## src/rtl/wb_cfg_loader_if.sv

```systemverilog
// Bundle of the loader's stream, step handshake and register/SRAM port signals.
// The master modport is the loader; the slave modport is the environment.
interface wb_cfg_loader_if #(
    parameter int unsigned AXI_ADDR_WIDTH = 32,
    parameter int unsigned AXI_DATA_WIDTH = 32
);
    logic [AXI_DATA_WIDTH-1:0] s_axis_tdata;
    logic                      s_axis_tvalid;
    logic                      s_axis_tready;
    logic                      s_axis_tlast;
    logic                      step_valid;
    logic                      step_ready;
    logic                      reg_wr_en;
    logic [AXI_ADDR_WIDTH-1:0] reg_wr_addr;
    logic [AXI_DATA_WIDTH-1:0] reg_wr_data;
    logic                      reg_rd_en;
    logic [AXI_ADDR_WIDTH-1:0] reg_rd_addr;
    logic [AXI_DATA_WIDTH-1:0] reg_rd_data;

    modport master (
        input  s_axis_tdata, s_axis_tvalid, s_axis_tlast, step_valid, reg_rd_data,
        output s_axis_tready, step_ready, reg_wr_en, reg_wr_addr, reg_wr_data,
               reg_rd_en, reg_rd_addr
    );

    modport slave (
        output s_axis_tdata, s_axis_tvalid, s_axis_tlast, step_valid, reg_rd_data,
        input  s_axis_tready, step_ready, reg_wr_en, reg_wr_addr, reg_wr_data,
               reg_rd_en, reg_rd_addr
    );
endinterface

```

## src/rtl/wb_cfg_loader.sv

```systemverilog
// Writeback configuration loader: streams bundle descriptors into the SRAM window,
// starts the writeback block, then runs EN_COUNT/READY/IB count-step handshakes.
module wb_cfg_loader #(
    parameter int unsigned AXI_ADDR_WIDTH = 32,
    parameter int unsigned AXI_DATA_WIDTH = 32,
    parameter int unsigned SRAM_RD_DEPTH  = 8,
    parameter int unsigned N_REG          = 32,
    parameter int unsigned VAR_PER_ROW    = 5
) (
    input  logic              clk,
    input  logic              rstn,
    wb_cfg_loader_if.master   bus,
    output logic [31:0]       cur_ib,
    output logic              busy,
    output logic              err
);
    localparam int unsigned AW = AXI_ADDR_WIDTH;
    localparam int unsigned DW = AXI_DATA_WIDTH;

    localparam logic [AW-1:0] A_START = AW'(0);
    localparam logic [AW-1:0] A_N1    = AW'(1);
    localparam logic [AW-1:0] A_EN    = AW'(2);
    localparam logic [AW-1:0] A_READY = AW'(3);
    localparam logic [AW-1:0] A_IB    = AW'(4);

    typedef enum logic [3:0] {
        S_IDLE, S_LOAD, S_SET_N, S_START, S_RUN,
        S_STEP, S_POLL, S_CLR, S_RD_IB, S_DRAIN
    } state_t;

    state_t      state_q, state_d;
    logic [31:0] n1_q, n1_d, k_q, k_d, cur_ib_d;
    logic        err_d;
    logic [1:0]  rst_sync;
    logic        rst_int_n;

    logic          tready, step_rdy, wr_en, rd_en;
    logic [AW-1:0] wr_addr, rd_addr;
    logic [DW-1:0] wr_data;

    // Reset asserts asynchronously and is released on a clock edge.
    always_ff @(posedge clk or negedge rstn) begin
        if (!rstn) rst_sync <= 2'b00;
        else       rst_sync <= {rst_sync[0], 1'b1};
    end
    assign rst_int_n = rst_sync[1];

    logic [31:0] hdr_n1, exp_cnt, k_inc;
    logic        hdr_bad, load_last;
    state_t      hdr_next;

    assign hdr_n1    = 32'(bus.s_axis_tdata);
    assign hdr_bad   = bus.s_axis_tlast || (hdr_n1 >= 32'(SRAM_RD_DEPTH));
    assign hdr_next  = bus.s_axis_tlast ? S_IDLE : (hdr_bad ? S_DRAIN : S_LOAD);
    assign exp_cnt   = (n1_q + 32'd1) * 32'(VAR_PER_ROW);
    assign k_inc     = k_q + 32'd1;
    assign load_last = (k_inc == exp_cnt);

    always_ff @(posedge clk or negedge rst_int_n) begin
        if (!rst_int_n) begin
            state_q <= S_IDLE;
            n1_q    <= '0;
            k_q     <= '0;
            err     <= 1'b0;
            cur_ib  <= '0;
        end else begin
            state_q <= state_d;
            n1_q    <= n1_d;
            k_q     <= k_d;
            err     <= err_d;
            cur_ib  <= cur_ib_d;
        end
    end

    // Next state and same-cycle bus strobes; addresses/data stay 0 outside strobes.
    always_comb begin
        state_d  = state_q;
        n1_d     = n1_q;
        k_d      = k_q;
        err_d    = err;
        cur_ib_d = cur_ib;
        tready   = 1'b0;
        step_rdy = 1'b0;
        wr_en    = 1'b0;
        wr_addr  = '0;
        wr_data  = '0;
        rd_en    = 1'b0;
        rd_addr  = '0;
        case (state_q)
            S_IDLE: begin
                tready = 1'b1;
                if (bus.s_axis_tvalid) begin
                    n1_d    = hdr_n1;
                    k_d     = '0;
                    err_d   = hdr_bad;
                    state_d = hdr_next;
                end
            end
            S_LOAD: begin
                tready = 1'b1;
                if (bus.s_axis_tvalid) begin
                    wr_en   = 1'b1;
                    wr_addr = AW'(N_REG) + AW'(k_q);
                    wr_data = bus.s_axis_tdata;
                    k_d     = k_inc;
                    if (bus.s_axis_tlast) begin
                        err_d   = !load_last;
                        state_d = load_last ? S_SET_N : S_IDLE;
                    end else if (load_last) begin
                        err_d   = 1'b1;
                        state_d = S_DRAIN;
                    end
                end
            end
            S_SET_N: begin
                wr_en   = 1'b1;
                wr_addr = A_N1;
                wr_data = DW'(n1_q);
                state_d = S_START;
            end
            S_START: begin
                wr_en   = 1'b1;
                wr_addr = A_START;
                wr_data = DW'(1);
                state_d = S_RUN;
            end
            S_RUN: begin
                step_rdy = 1'b1;
                // A pending step stalls the stream for this cycle.
                if (bus.step_valid) begin
                    state_d = S_STEP;
                end else begin
                    tready = 1'b1;
                    if (bus.s_axis_tvalid) begin
                        n1_d    = hdr_n1;
                        k_d     = '0;
                        err_d   = hdr_bad;
                        state_d = hdr_next;
                    end
                end
            end
            S_STEP: begin
                wr_en   = 1'b1;
                wr_addr = A_EN;
                wr_data = DW'(1);
                state_d = S_POLL;
            end
            S_POLL: begin
                rd_en   = 1'b1;
                rd_addr = A_READY;
                if (bus.reg_rd_data[0]) state_d = S_CLR;
            end
            S_CLR: begin
                wr_en   = 1'b1;
                wr_addr = A_READY;
                wr_data = '0;
                state_d = S_RD_IB;
            end
            S_RD_IB: begin
                rd_en    = 1'b1;
                rd_addr  = A_IB;
                cur_ib_d = 32'(bus.reg_rd_data);
                state_d  = S_RUN;
            end
            S_DRAIN: begin
                tready = 1'b1;
                if (bus.s_axis_tvalid && bus.s_axis_tlast) state_d = S_IDLE;
            end
            default: state_d = S_IDLE;
        endcase
    end

    assign bus.s_axis_tready = tready && rst_int_n;
    assign bus.step_ready    = step_rdy;
    assign bus.reg_wr_en     = wr_en;
    assign bus.reg_wr_addr   = wr_addr;
    assign bus.reg_wr_data   = wr_data;
    assign bus.reg_rd_en     = rd_en;
    assign bus.reg_rd_addr   = rd_addr;
    assign busy              = (state_q != S_IDLE) && (state_q != S_RUN);
endmodule

```

## src/flat_wrapper.sv

```systemverilog
// flat-port wrapper written by rule: the top's interface ports become plain ports
module wb_cfg_loader_flat 
#(
    parameter int unsigned AXI_ADDR_WIDTH = 32,
    parameter int unsigned AXI_DATA_WIDTH = 32,
    parameter int unsigned SRAM_RD_DEPTH  = 8,
    parameter int unsigned N_REG          = 32,
    parameter int unsigned VAR_PER_ROW    = 5
)
  (clk, rstn, cur_ib, busy, err, bus_s_axis_tdata, bus_s_axis_tvalid, bus_s_axis_tlast, bus_step_valid, bus_reg_rd_data, bus_s_axis_tready, bus_step_ready, bus_reg_wr_en, bus_reg_wr_addr, bus_reg_wr_data, bus_reg_rd_en, bus_reg_rd_addr);
  wb_cfg_loader_if #(.AXI_ADDR_WIDTH(AXI_ADDR_WIDTH), .AXI_DATA_WIDTH(AXI_DATA_WIDTH)) bus_i ();
  input  logic clk;
  input  logic rstn;
  output logic [31:0] cur_ib;
  output logic busy;
  output logic err;
  input wire logic [$bits(bus_i.s_axis_tdata)-1:0] bus_s_axis_tdata;
  input wire logic [$bits(bus_i.s_axis_tvalid)-1:0] bus_s_axis_tvalid;
  input wire logic [$bits(bus_i.s_axis_tlast)-1:0] bus_s_axis_tlast;
  input wire logic [$bits(bus_i.step_valid)-1:0] bus_step_valid;
  input wire logic [$bits(bus_i.reg_rd_data)-1:0] bus_reg_rd_data;
  output wire logic [$bits(bus_i.s_axis_tready)-1:0] bus_s_axis_tready;
  output wire logic [$bits(bus_i.step_ready)-1:0] bus_step_ready;
  output wire logic [$bits(bus_i.reg_wr_en)-1:0] bus_reg_wr_en;
  output wire logic [$bits(bus_i.reg_wr_addr)-1:0] bus_reg_wr_addr;
  output wire logic [$bits(bus_i.reg_wr_data)-1:0] bus_reg_wr_data;
  output wire logic [$bits(bus_i.reg_rd_en)-1:0] bus_reg_rd_en;
  output wire logic [$bits(bus_i.reg_rd_addr)-1:0] bus_reg_rd_addr;
  assign bus_i.s_axis_tdata = bus_s_axis_tdata;
  assign bus_i.s_axis_tvalid = bus_s_axis_tvalid;
  assign bus_i.s_axis_tlast = bus_s_axis_tlast;
  assign bus_i.step_valid = bus_step_valid;
  assign bus_i.reg_rd_data = bus_reg_rd_data;
  assign bus_s_axis_tready = bus_i.s_axis_tready;
  assign bus_step_ready = bus_i.step_ready;
  assign bus_reg_wr_en = bus_i.reg_wr_en;
  assign bus_reg_wr_addr = bus_i.reg_wr_addr;
  assign bus_reg_wr_data = bus_i.reg_wr_data;
  assign bus_reg_rd_en = bus_i.reg_rd_en;
  assign bus_reg_rd_addr = bus_i.reg_rd_addr;
  wb_cfg_loader #(.AXI_ADDR_WIDTH(AXI_ADDR_WIDTH), .AXI_DATA_WIDTH(AXI_DATA_WIDTH), .SRAM_RD_DEPTH(SRAM_RD_DEPTH), .N_REG(N_REG), .VAR_PER_ROW(VAR_PER_ROW)) u_core (.clk(clk), .rstn(rstn), .bus(bus_i), .cur_ib(cur_ib), .busy(busy), .err(err));
endmodule
```

## config.mk

```make
export PLATFORM = sky130hd
export DESIGN_NAME = wb_cfg_loader_flat
export DESIGN_NICKNAME = d
export VERILOG_FILES = /design/src/rtl/wb_cfg_loader_if.sv /design/src/rtl/wb_cfg_loader.sv /design/src/flat_wrapper.sv
export SDC_FILE = /design/constraint.sdc
export NUM_CORES = 1
export LEC_CHECK = 0
export CORE_MARGIN = 2
export CORE_UTILIZATION = 49
export CTS_CLUSTER_DIAMETER = 60
export DETAILED_ROUTE_END_ITERATION = 8
export PLACE_DENSITY_LB_ADDON = 0.3
export SETUP_SLACK_MARGIN = 0.5
export SLEW_MARGIN = 20
export SYNTH_ARGS = -nofsm -noshare
export SYNTH_HDL_FRONTEND = slang
export SYNTH_SLANG_ARGS = --single-unit
export TNS_END_PERCENT = 30
```

## constraint.sdc

```tcl
create_clock -name clk -period 5.5 [get_ports clk]
set_input_delay 0.825 -clock clk [delete_from_list [all_inputs] [get_ports clk]]
set_output_delay 0.825 -clock clk [all_outputs]
set_load 0.03 [all_outputs]
```

### Word-level counts from Yosys, hierarchy flattened

Index checks and enable logic that the tools add are counted.

| word-level totals | value |
|---|---|
| bits in registers | 103 |
| input bits | 69 |
| output and inout port bits | 134 |
| logic and storage cells | 80 |

| operators by class | value |
|---|---|
| add/sub/neg operators | 3 |
| multiply operators | 1 |
| order comparisons | 1 |
| eq/ne operators | 16 |
| mux-type cells | 35 |
| reductions and logical operators | 18 |

Operators with widths:

| kind | number |
|---|---|
| two-way mux 32 bit | 7 |
| case mux 32 bit (3 select lines) | 2 |
| case mux 32 bit (4 select lines) | 1 |
| adder 32 x 1 -> 32 bit, second input constant | 2 |
| case mux 32 bit (2 select lines) | 1 |
| two-way mux 4 bit | 9 |
| case mux 4 bit (9 select lines) | 1 |
| adder 6 x 32 -> 32 bit, first input constant | 1 |
| equality test 32 bit | 1 |
| greater-or-equal comparator 32 x 4 -> 1 bit, second input constant | 1 |
| multiplier 32 x 3 -> 32 bit, second input constant | 1 |
| equality test 4 x 3 -> 1 bit, second input constant | 4 |
| two-way mux 1 bit | 9 |
| equality test 4 x 2 -> 1 bit, second input constant | 2 |
| equality test 4 bit, second input constant | 2 |
| AND reduction 4 bit | 2 |
| != test 2 bit, second input constant | 3 |
| case mux 3 bit (2 select lines) | 1 |
| OR reduction 2 bit | 3 |
| equality test 4 x 1 -> 1 bit, second input constant | 1 |
| logical NOT 4 bit | 1 |
| != test 4 x 3 -> 1 bit, second input constant | 1 |
| case mux 1 bit (2 select lines) | 2 |
| nonzero test 4 bit | 1 |
| other kinds (13) | 15 |

### Longest topological paths before layout

Gate-level depths: netlist (run 1).

| logic depth | value |
|---|---|
| depth in word-level cells | 7 |
| gate-level depth with buffers | 22 |

### Worst setup path after synthesis (run 1)

OpenSTA, ideal clock, no wires.

| path | value |
|---|---|
| path kind | reg-to-reg |
| start point | reg u_core.n1_q[0] |
| end point | reg u_core.err |
| data arrival time | 4.663 ns |
| required time | 5.358 ns |
| slack | 0.695 ns |
| cell stages (with the launch flop) | 20 |
| clock period less this slack | 4.805 ns |
| cells stage by stage | dfrtp_1 > and3_1 > nand3_1 > or2_2 > clkbuf_1 > nor2_1 > nand3_1 > xor2_1 > xor2_1 > ha_1 > clkbuf_1 > a21o_1 > o21bai_1 > a2111oi_0 > o221ai_1 > o21a_1 > or4b_4 > a2111oi_4 > and4b_1 > a211oi_1 |

| between the ends | value |
|---|---|
| cells in the longest elaborated chain, start to end | 7 |

RTL lines:

| element | line | RTL |
|---|---|---|
| start: declaration | wb_cfg_loader.sv:32 | `logic [31:0] n1_q, n1_d, k_q, k_d, cur_ib_d;` |
| start signal: assignment | wb_cfg_loader.sv:68 | `n1_q <= n1_d;` |
| adder 32 x 1 -> 32 bit * | wb_cfg_loader.sv:55 | `assign exp_cnt = (n1_q + 32'd1) * 32'(VAR_PER_ROW);` |
| multiplier 32 x 3 -> 32 bit * | wb_cfg_loader.sv:55 |  |
| equality test 32 bit * | wb_cfg_loader.sv:57 | `assign load_last = (k_inc == exp_cnt);` |
| logical NOT 1 bit | wb_cfg_loader.sv:107 | `err_d = !load_last;` |
| two-way mux 1 bit | wb_cfg_loader.sv:106 | `if (bus.s_axis_tlast) begin` |
| two-way mux 1 bit | wb_cfg_loader.sv:101 | `if (bus.s_axis_tvalid) begin` |
| case mux 1 bit (3 select lines) | wb_cfg_loader.sv:89 | `case (state_q)` |
| end signal: assignment | wb_cfg_loader.sv:70 | `err <= err_d;` |
| end: declaration | wb_cfg_loader.sv:15 | `output logic err` |

Every way passes the cells marked *; elsewhere a longest branch is shown, timed or not. The select of a mux whose other input is x is not followed.
A chain may end at the register's enable or synchronous reset.

### Worst setup path after layout (run 1)

| path | value |
|---|---|
| start point | reg u_core.n1_q[1] |
| end point | reg u_core.err |

The elaborated chain is that of the path after synthesis.

==> out/metrics.cfg, run 1 <==
[run_status]
status = finished clean

[yosys]
async_flop_share = 1.00
yosys-top-cells-count = nand2_1, xnor2_1, dfrtp_1, nor2_1, mux2_2
yosys_warnings = 0
ys_types = 68
synth_most_common_cell = nand2_1
netlist_area_mm2 = 0.00959
syn_area_per_cell_um2 = 8.49
ys_top_cells_by_area = dfrtp_1, xnor2_1, mux2_2
synth_cells = 1129
ys_ff_latch = 103
yosysSeqAreaShare = 0.269
synth_top_area_share = 0.269
synth_edf_count = 0
yosysTopAreaCell = dfrtp_1
synth_top_flop_cell = dfrtp_1

[worst_setup_path]
crit_path_max_incr_delay_ns = 0.54
worst-path-max-fanout = 7
path_cells = ha_4, nand4_1, nor2_4, and2_4, nand3_1, inv_1, nand3_1, xor2_1, nor2_1, ha_2, a21o_1, o21bai_1, a2111oi_2, o221ai_1, o21a_1, or4b_4, a2111oi_4, and4b_1, a211oi_1
r2r-end = u_core.err
crit_buf_inv = 1
worstSetupEndpointType = register
cp_common_cell = nand3_1
arrival_ns = 5.06
r2r_cells = 19
timing.rr.start = u_core.n1_q[1]
cp_top_family = simple AND/OR/NAND/NOR gates
start_kind = register
cp.required_ns = 5.72
slowest_stage = or4b_4
r2r_slack_ns = 0.66
criticalPathCategory = reg -> reg

[sta]
worst_pin_slew_ns = 1.01
fmax_mhz = 207
relSlewSlack = 0.326
rsz0062_at_grt = false
setup_violations = 0
fin_skew_ns = 0.0102
tns_ns = 0
drv_slew = 0
finalCriticalPeriod_ns = 4.84
post-route-period-util = 0.880
hold_violations = 0

[die]
fp.dieH_um = 144
die_area_mm2 = 0.0207
initial_core_util = 0.496
placementRows = 51
ios = 203
core_mm2 = 0.0193
die_w_um = 144

[power]
power.leakage_uw = 0.00458
vdd_drop_max_mv = 0.320
p_per_area_mw_per_mm2 = 693

[final_layout]
layout-drive-gt1-share = 0.126
design_area_mm2 = 0.0117
n_antenna_cell = 0
fin_cells = 1520
fillers = 1676
fin_nets = 1355
fin_util = 0.606
syn2layout_area_growth_pct = 22.1

[detailed_routing]
drc = 0
vias_per_cell = 5.65
drt_pass1_iterations = 5
drt-wirelength-per-cell_um = 16.9
ant_nets = 0
vias = 8584
drt_iter0_drc = 554
wl_um = 25700

[global_routing]
overflow = 0
grt_max_degree = 70
track_usage = 0.252
grt_pass1_vias = 8006
grt_pass1_wl_um = 41700
antenna_found_initial = 0

[place]
dpl.hpwl_um = 19600
placedCellCount = 1490
gp_congestion = 0.841
place.port_buffers = 173
place_area_mm2 = 0.0112

[clock_network]
clock_sinks = 103
insertion_delay_ns = 0.37
cts_buffers = 9
htreeDepth = 3
cts_root_buf = clkbuf_16
cts_tree = built
clockBufferDepth = 2
clk_pin_slew_ns = 0.08

[hold_path]
worstHoldPathType = reg -> async

[flow_run]
drv_cap = 0

[power by group]
group	switching, uW	total (uW)	internal (uW)	leakage, uW
Sequential	393	1420	1020	0.00128
Clock	357	694	338	0.000158
Combinational	3320	6010	2690	0.00314
[layer usage]
metal | global-route usage | part of all wire | wire length (um)
met5 | 0 | 0 | 0
met3 | 0.0373 | 0.054 | 1400
met1 | 0.362 | 0.47 | 12100
met4 | 0.0552 | 0.013 | 337
met2 | 0.402 | 0.46 | 11900
[layout make-up]
cell class              instances  area, um^2  area share
multi-input cells             917        6450       0.551
flip-flops and latches        103        2590       0.221
repair buffers                201        1940       0.166
well taps                     265         332      0.0283
clock buffers                   9         225      0.0192
clock inverters                 7         104     0.00887
inverters                      18        68.8     0.00588
[cells in the final DEF, fill, tap and decap left out, types with 8 or more instances in the layout]
master           netlist  final
nor2b_1               10     10
xor2_1                51     50
nand3_1               45     45
dfrtp_2                0      8
buf_4                 32     28
clkdlybuf4s50_1        0    173
nand4_1               31     31
and3_1                17     17
a22o_1                33     33
nand2_1              113    112
inv_1                 17     17
mux2_2                66     66
nor4_1                14     13
and2_1                19     18
and4_1                11     11
o21a_1                 9      9
a21o_1                11     11
dfrtp_1              103     94
nor2_1                79     77
nand2b_1               9      9
o31ai_1               16     16
nor3_1                17     16
a21oi_1               38     37
mux2i_1                9      9
o21ai_0               57     56
nand3b_1               9      9
xnor2_1              109    108
conb_1                 2     30
ha_1                  35     31
clkbuf_16              0      9
a31oi_1               13     13
[metrics by stage]
stage | hold WS, ns | power [uW] | worst slack (ns)
6_report | 0.288 | 8120 | 0.662
5_1_grt | 0.332 | 8770 | 0.499
4_1_cts | 0.312 | 7960 | 0.524
3_5_place_dp | 0.302 | 7220 | 0.322
3_3_place_gp | 0.306 | 7160 | 0.554
2_1_floorplan | 0.331 | 5840 | 0.695
[cells by family after synthesis]
kind of cell | synth area share
AO/OA/AOI/OAI | 0.151
XOR/XNOR | 0.146
adder cells (fa/ha/maj) | 0.0478
buffers and inverters | 0.0809
flip-flops | 0.269
multiplexers | 0.0869
other | 0.000783
AND/OR/NAND/NOR | 0.218
[repair_timing]
| item | in CTS | in global routing |
|---|---|---|
| setup buffers | 0 | 14 |
| hold buffers | 0 | 0 |
| gates resized for setup | 3 | 26 |
| pin swaps | 1 | 6 |
| endpoints found under the setup margin | 3 | 3 |
[worst max-delay path by stage]
stage | startpoint | to | slack (ns) | cells after the start
final | u_core.n1_q[1] | u_core.err | 0.66 | 19
after global routing | u_core.n1_q[1] | u_core.err | 0.50 | 19
after CTS | u_core.n1_q[1] | u_core.err | 0.52 | 19
after detailed placement | u_core.n1_q[1] | u_core.err | 0.32 | 19
after global placement | u_core.n1_q[1] | u_core.err | 0.55 | 19
after floorplan | u_core.n1_q[0] | u_core.err | 0.69 | 19
[flip-flops by register name (all words and copies together), names as in the netlist]
register / cells
u_core.cur_ib: 32
u_core.k_q: 32
u_core.n1_q: 32
u_core.state_q: 4
u_core.rst_sync: 2
u_core.err: 1
Note: power is estimated with default switching activity, not from simulation.
==> run 2, diff against run 1 <==
--- a/config.mk
+++ b/config.mk
@@ -6,7 +6,7 @@
 export NUM_CORES = 1
 export LEC_CHECK = 0
 export CORE_MARGIN = 2
-export CORE_UTILIZATION = 49
+export CORE_UTILIZATION = 50
 export CTS_CLUSTER_DIAMETER = 60
 export DETAILED_ROUTE_END_ITERATION = 8
 export PLACE_DENSITY_LB_ADDON = 0.3
==> run 2 against run 1 <==
  * Global-route usage barely moved
  * Critical path depth did not move
  * Fmax rose by 2.3%
  * Non-clock buffer count fell by 9
  * Count of clock-buffer cells in the layout did not move
  * Via count barely moved
  * Clock power barely moved
  * Highest routed layer unchanged
==> out/metrics.cfg, run 2 (synthesized netlist as in run 1, its figures left out) <==
[die]
die_area_mm2 = 0.0203  ; was 0.0207 mm^2
die_w_um = 142  ; was 144 um
initial_core_util = 0.511  ; was 0.496
fp.dieH_um = 142  ; was 144 um
core_mm2 = 0.0188  ; was 0.0193 mm^2
placementRows = 50  ; was 51
ios = 203  ; unchanged

[worst_setup_path]
criticalPathCategory = reg -> reg  ; unchanged
crit_buf_inv = 1  ; unchanged
crit_path_max_incr_delay_ns = 0.54  ; about the same
worst-path-max-fanout = 7  ; unchanged
slowest_stage = or4b_4  ; unchanged
cp_top_family = simple AND/OR/NAND/NOR gates  ; unchanged
r2r_cells = 19  ; unchanged
r2r_slack_ns = 0.77  ; was 0.66 ns
worstSetupEndpointType = register  ; unchanged
timing.rr.start = u_core.n1_q[1]  ; unchanged
start_kind = register  ; unchanged
crit_cells = 19  ; unchanged
cp.required_ns = 5.73  ; was 5.72 ns
arrival_ns = 4.96  ; was 5.06 ns
path_cells = ha_2, nand4_1, nor2_2, and2_4, nand3_1, inv_1, nand3_1, xor2_1, nor2_2, ha_4, a21o_1, o21bai_1, a2111oi_2, o221ai_1, o21a_1, or4b_4, a2111oi_4, and4b_1, a211oi_1  ; was ha_4, nand4_1, nor2_4, and2_4, nand3_1, inv_1, nand3_1, xor2_1, nor2_1, ha_2, a21o_1, o21bai_1, a2111oi_2, o221ai_1, o21a_1, or4b_4, a2111oi_4, and4b_1, a211oi_1
r2r-end = u_core.err  ; unchanged

[detailed_routing]
wl_um = 25400  ; was 25700 um
drc = 0  ; unchanged
vias_per_cell = 5.80  ; was 5.65
drt_iter0_drc = 535  ; was 554
drt-wirelength-per-cell_um = 17.1  ; was 16.9 um
vias = 8578  ; was 8584
ant_nets = 0  ; unchanged
drt_pass1_iterations = 5  ; unchanged

[power]
power.leakage_uw = 0.00453  ; was 0.00458 uW
p_per_area_mw_per_mm2 = 699  ; was 693 mW/mm^2
vdd_drop_max_mv = 0.349  ; was 0.320 mV

[clock_network]
htreeDepth = 3  ; unchanged
clock_sinks = 103  ; unchanged
cts_root_buf = clkbuf_16  ; unchanged
clk_pin_slew_ns = 0.09  ; was 0.08 ns
clockBufferDepth = 2  ; unchanged
insertion_delay_ns = 0.37  ; about the same
cts_buffers = 9  ; unchanged
cts_hold_buf = 0  ; unchanged
cts_tree = built  ; unchanged

[final_layout]
multi_input_area_mm2 = 0.00643  ; was 0.00645 mm^2
final_cell_mix = clkdlybuf4s50_1, nand2_1, xnor2_1  ; unchanged
fin_nets = 1346  ; was 1355
fillers = 1659  ; was 1676
seqCellArea_mm2 = 0.00259  ; about the same
final_common_cell = clkdlybuf4s50_1  ; unchanged
n_antenna_cell = 0  ; unchanged
largestRegisters = u_core.cur_ib (32), u_core.k_q (32), u_core.n1_q (32)  ; unchanged
syn2layout_area_growth_pct = 20.8  ; was 22.1%
layout-drive-gt1-share = 0.119  ; was 0.126

[sta]
finalCriticalPeriod_ns = 4.73  ; was 4.84 ns
layout_setup_ws_ns = 0.770  ; was 0.662 ns
fin_skew_ns = 0.0139  ; was 0.0102 ns
hold_violations = 0  ; unchanged
setup_violations = 0  ; unchanged
rsz0062_at_grt = false  ; unchanged
drv_slew = 0  ; unchanged
post-route-period-util = 0.860  ; was 0.880
fmax_mhz = 211  ; was 207 MHz
relSlewSlack = 0.281  ; was 0.326
tns_ns = 0  ; unchanged
worst_pin_slew_ns = 1.08  ; was 1.01 ns

[global_routing]
track_usage = 0.252  ; about the same
grt_pass1_wl_um = 41200  ; was 41700 um
overflow = 0  ; unchanged
antenna_found_initial = 0  ; unchanged
grt_max_degree = 70  ; unchanged
grt_pass1_vias = 7972  ; was 8006

[place]
pre_cts_ws_ns = 0.346  ; was 0.322 ns
place.port_buffers = 173  ; unchanged
gp_congestion = 0.884  ; was 0.841
dpl.hpwl_um = 19300  ; was 19600 um

[flow_run]
drv_cap = 0  ; unchanged

[run_status]
status = finished clean  ; unchanged

[hold_path]
worstHoldPathType = reg -> async  ; unchanged

## run 2: cell types whose count changed in the layout (fill, tap and decap cells not counted), sizes merged
cell,before,now
buf,28,19
## run 2: routing by layer
layer | wire (um) | global-route usage
met5 | 0 | 0
met4 | 496 | 0.0698
met3 | 1360 | 0.0387
met2 | 11500 | 0.393
met1 | 12000 | 0.362
## run 2: through the flow
step | std cells | hold slack [ns] | area (um^2) | power (uW) | util
2_1_floorplan | 1157 | 0.331 | 9690 | 5840 | -
3_3_place_gp | 1458 | 0.308 | 11100 | 7160 | 0.594
3_5_place_dp | 1458 | 0.307 | 11100 | 7220 | 0.594
4_1_cts | 1474 | 0.314 | 11500 | 7970 | 0.612
5_1_grt | 1480 | 0.328 | 11600 | 8690 | 0.617
6_report | 1480 | 0.285 | 11600 | 8090 | 0.617
## run 2: power breakdown
group	internal (uW)	total (uW)	switching, uW
clock	336	692	356
sequential	1020	1420	393
combinational	2660	5980	3320
total	4020	8090	4070
## run 2: final cells by class
cell class / instances / share of cell area
Inverter: 18 / 0.00594
Multi-Input combinational cell: 917 / 0.555
Clock inverter: 7 / 0.00875
Clock buffer: 9 / 0.0194
Timing Repair Buffer: 192 / 0.162
Sequential cell: 103 / 0.224
Tap cell: 234 / 0.0253
## run 2: timing repair
| item | in CTS | in global routing |
|---|---|---|
| setup endpoints to repair | 3 | 3 |
| pin swaps | 1 | 5 |
| endpoints found under the hold margin | 0 | 0 |
| gates resized for setup | 3 | 22 |
| buffers inserted | 0 | 6 |
## run 2: worst max-delay path by stage
stage	from	end	slack, ns
after CTS	u_core.n1_q[1]	u_core.err	0.51
after detailed placement	u_core.n1_q[1]	u_core.err	0.35
final	u_core.n1_q[1]	u_core.err	0.77
after floorplan	u_core.n1_q[0]	u_core.err	0.69
after global routing	u_core.n1_q[10]	u_core.err	0.49
after global placement	u_core.n1_q[1]	u_core.err	0.55
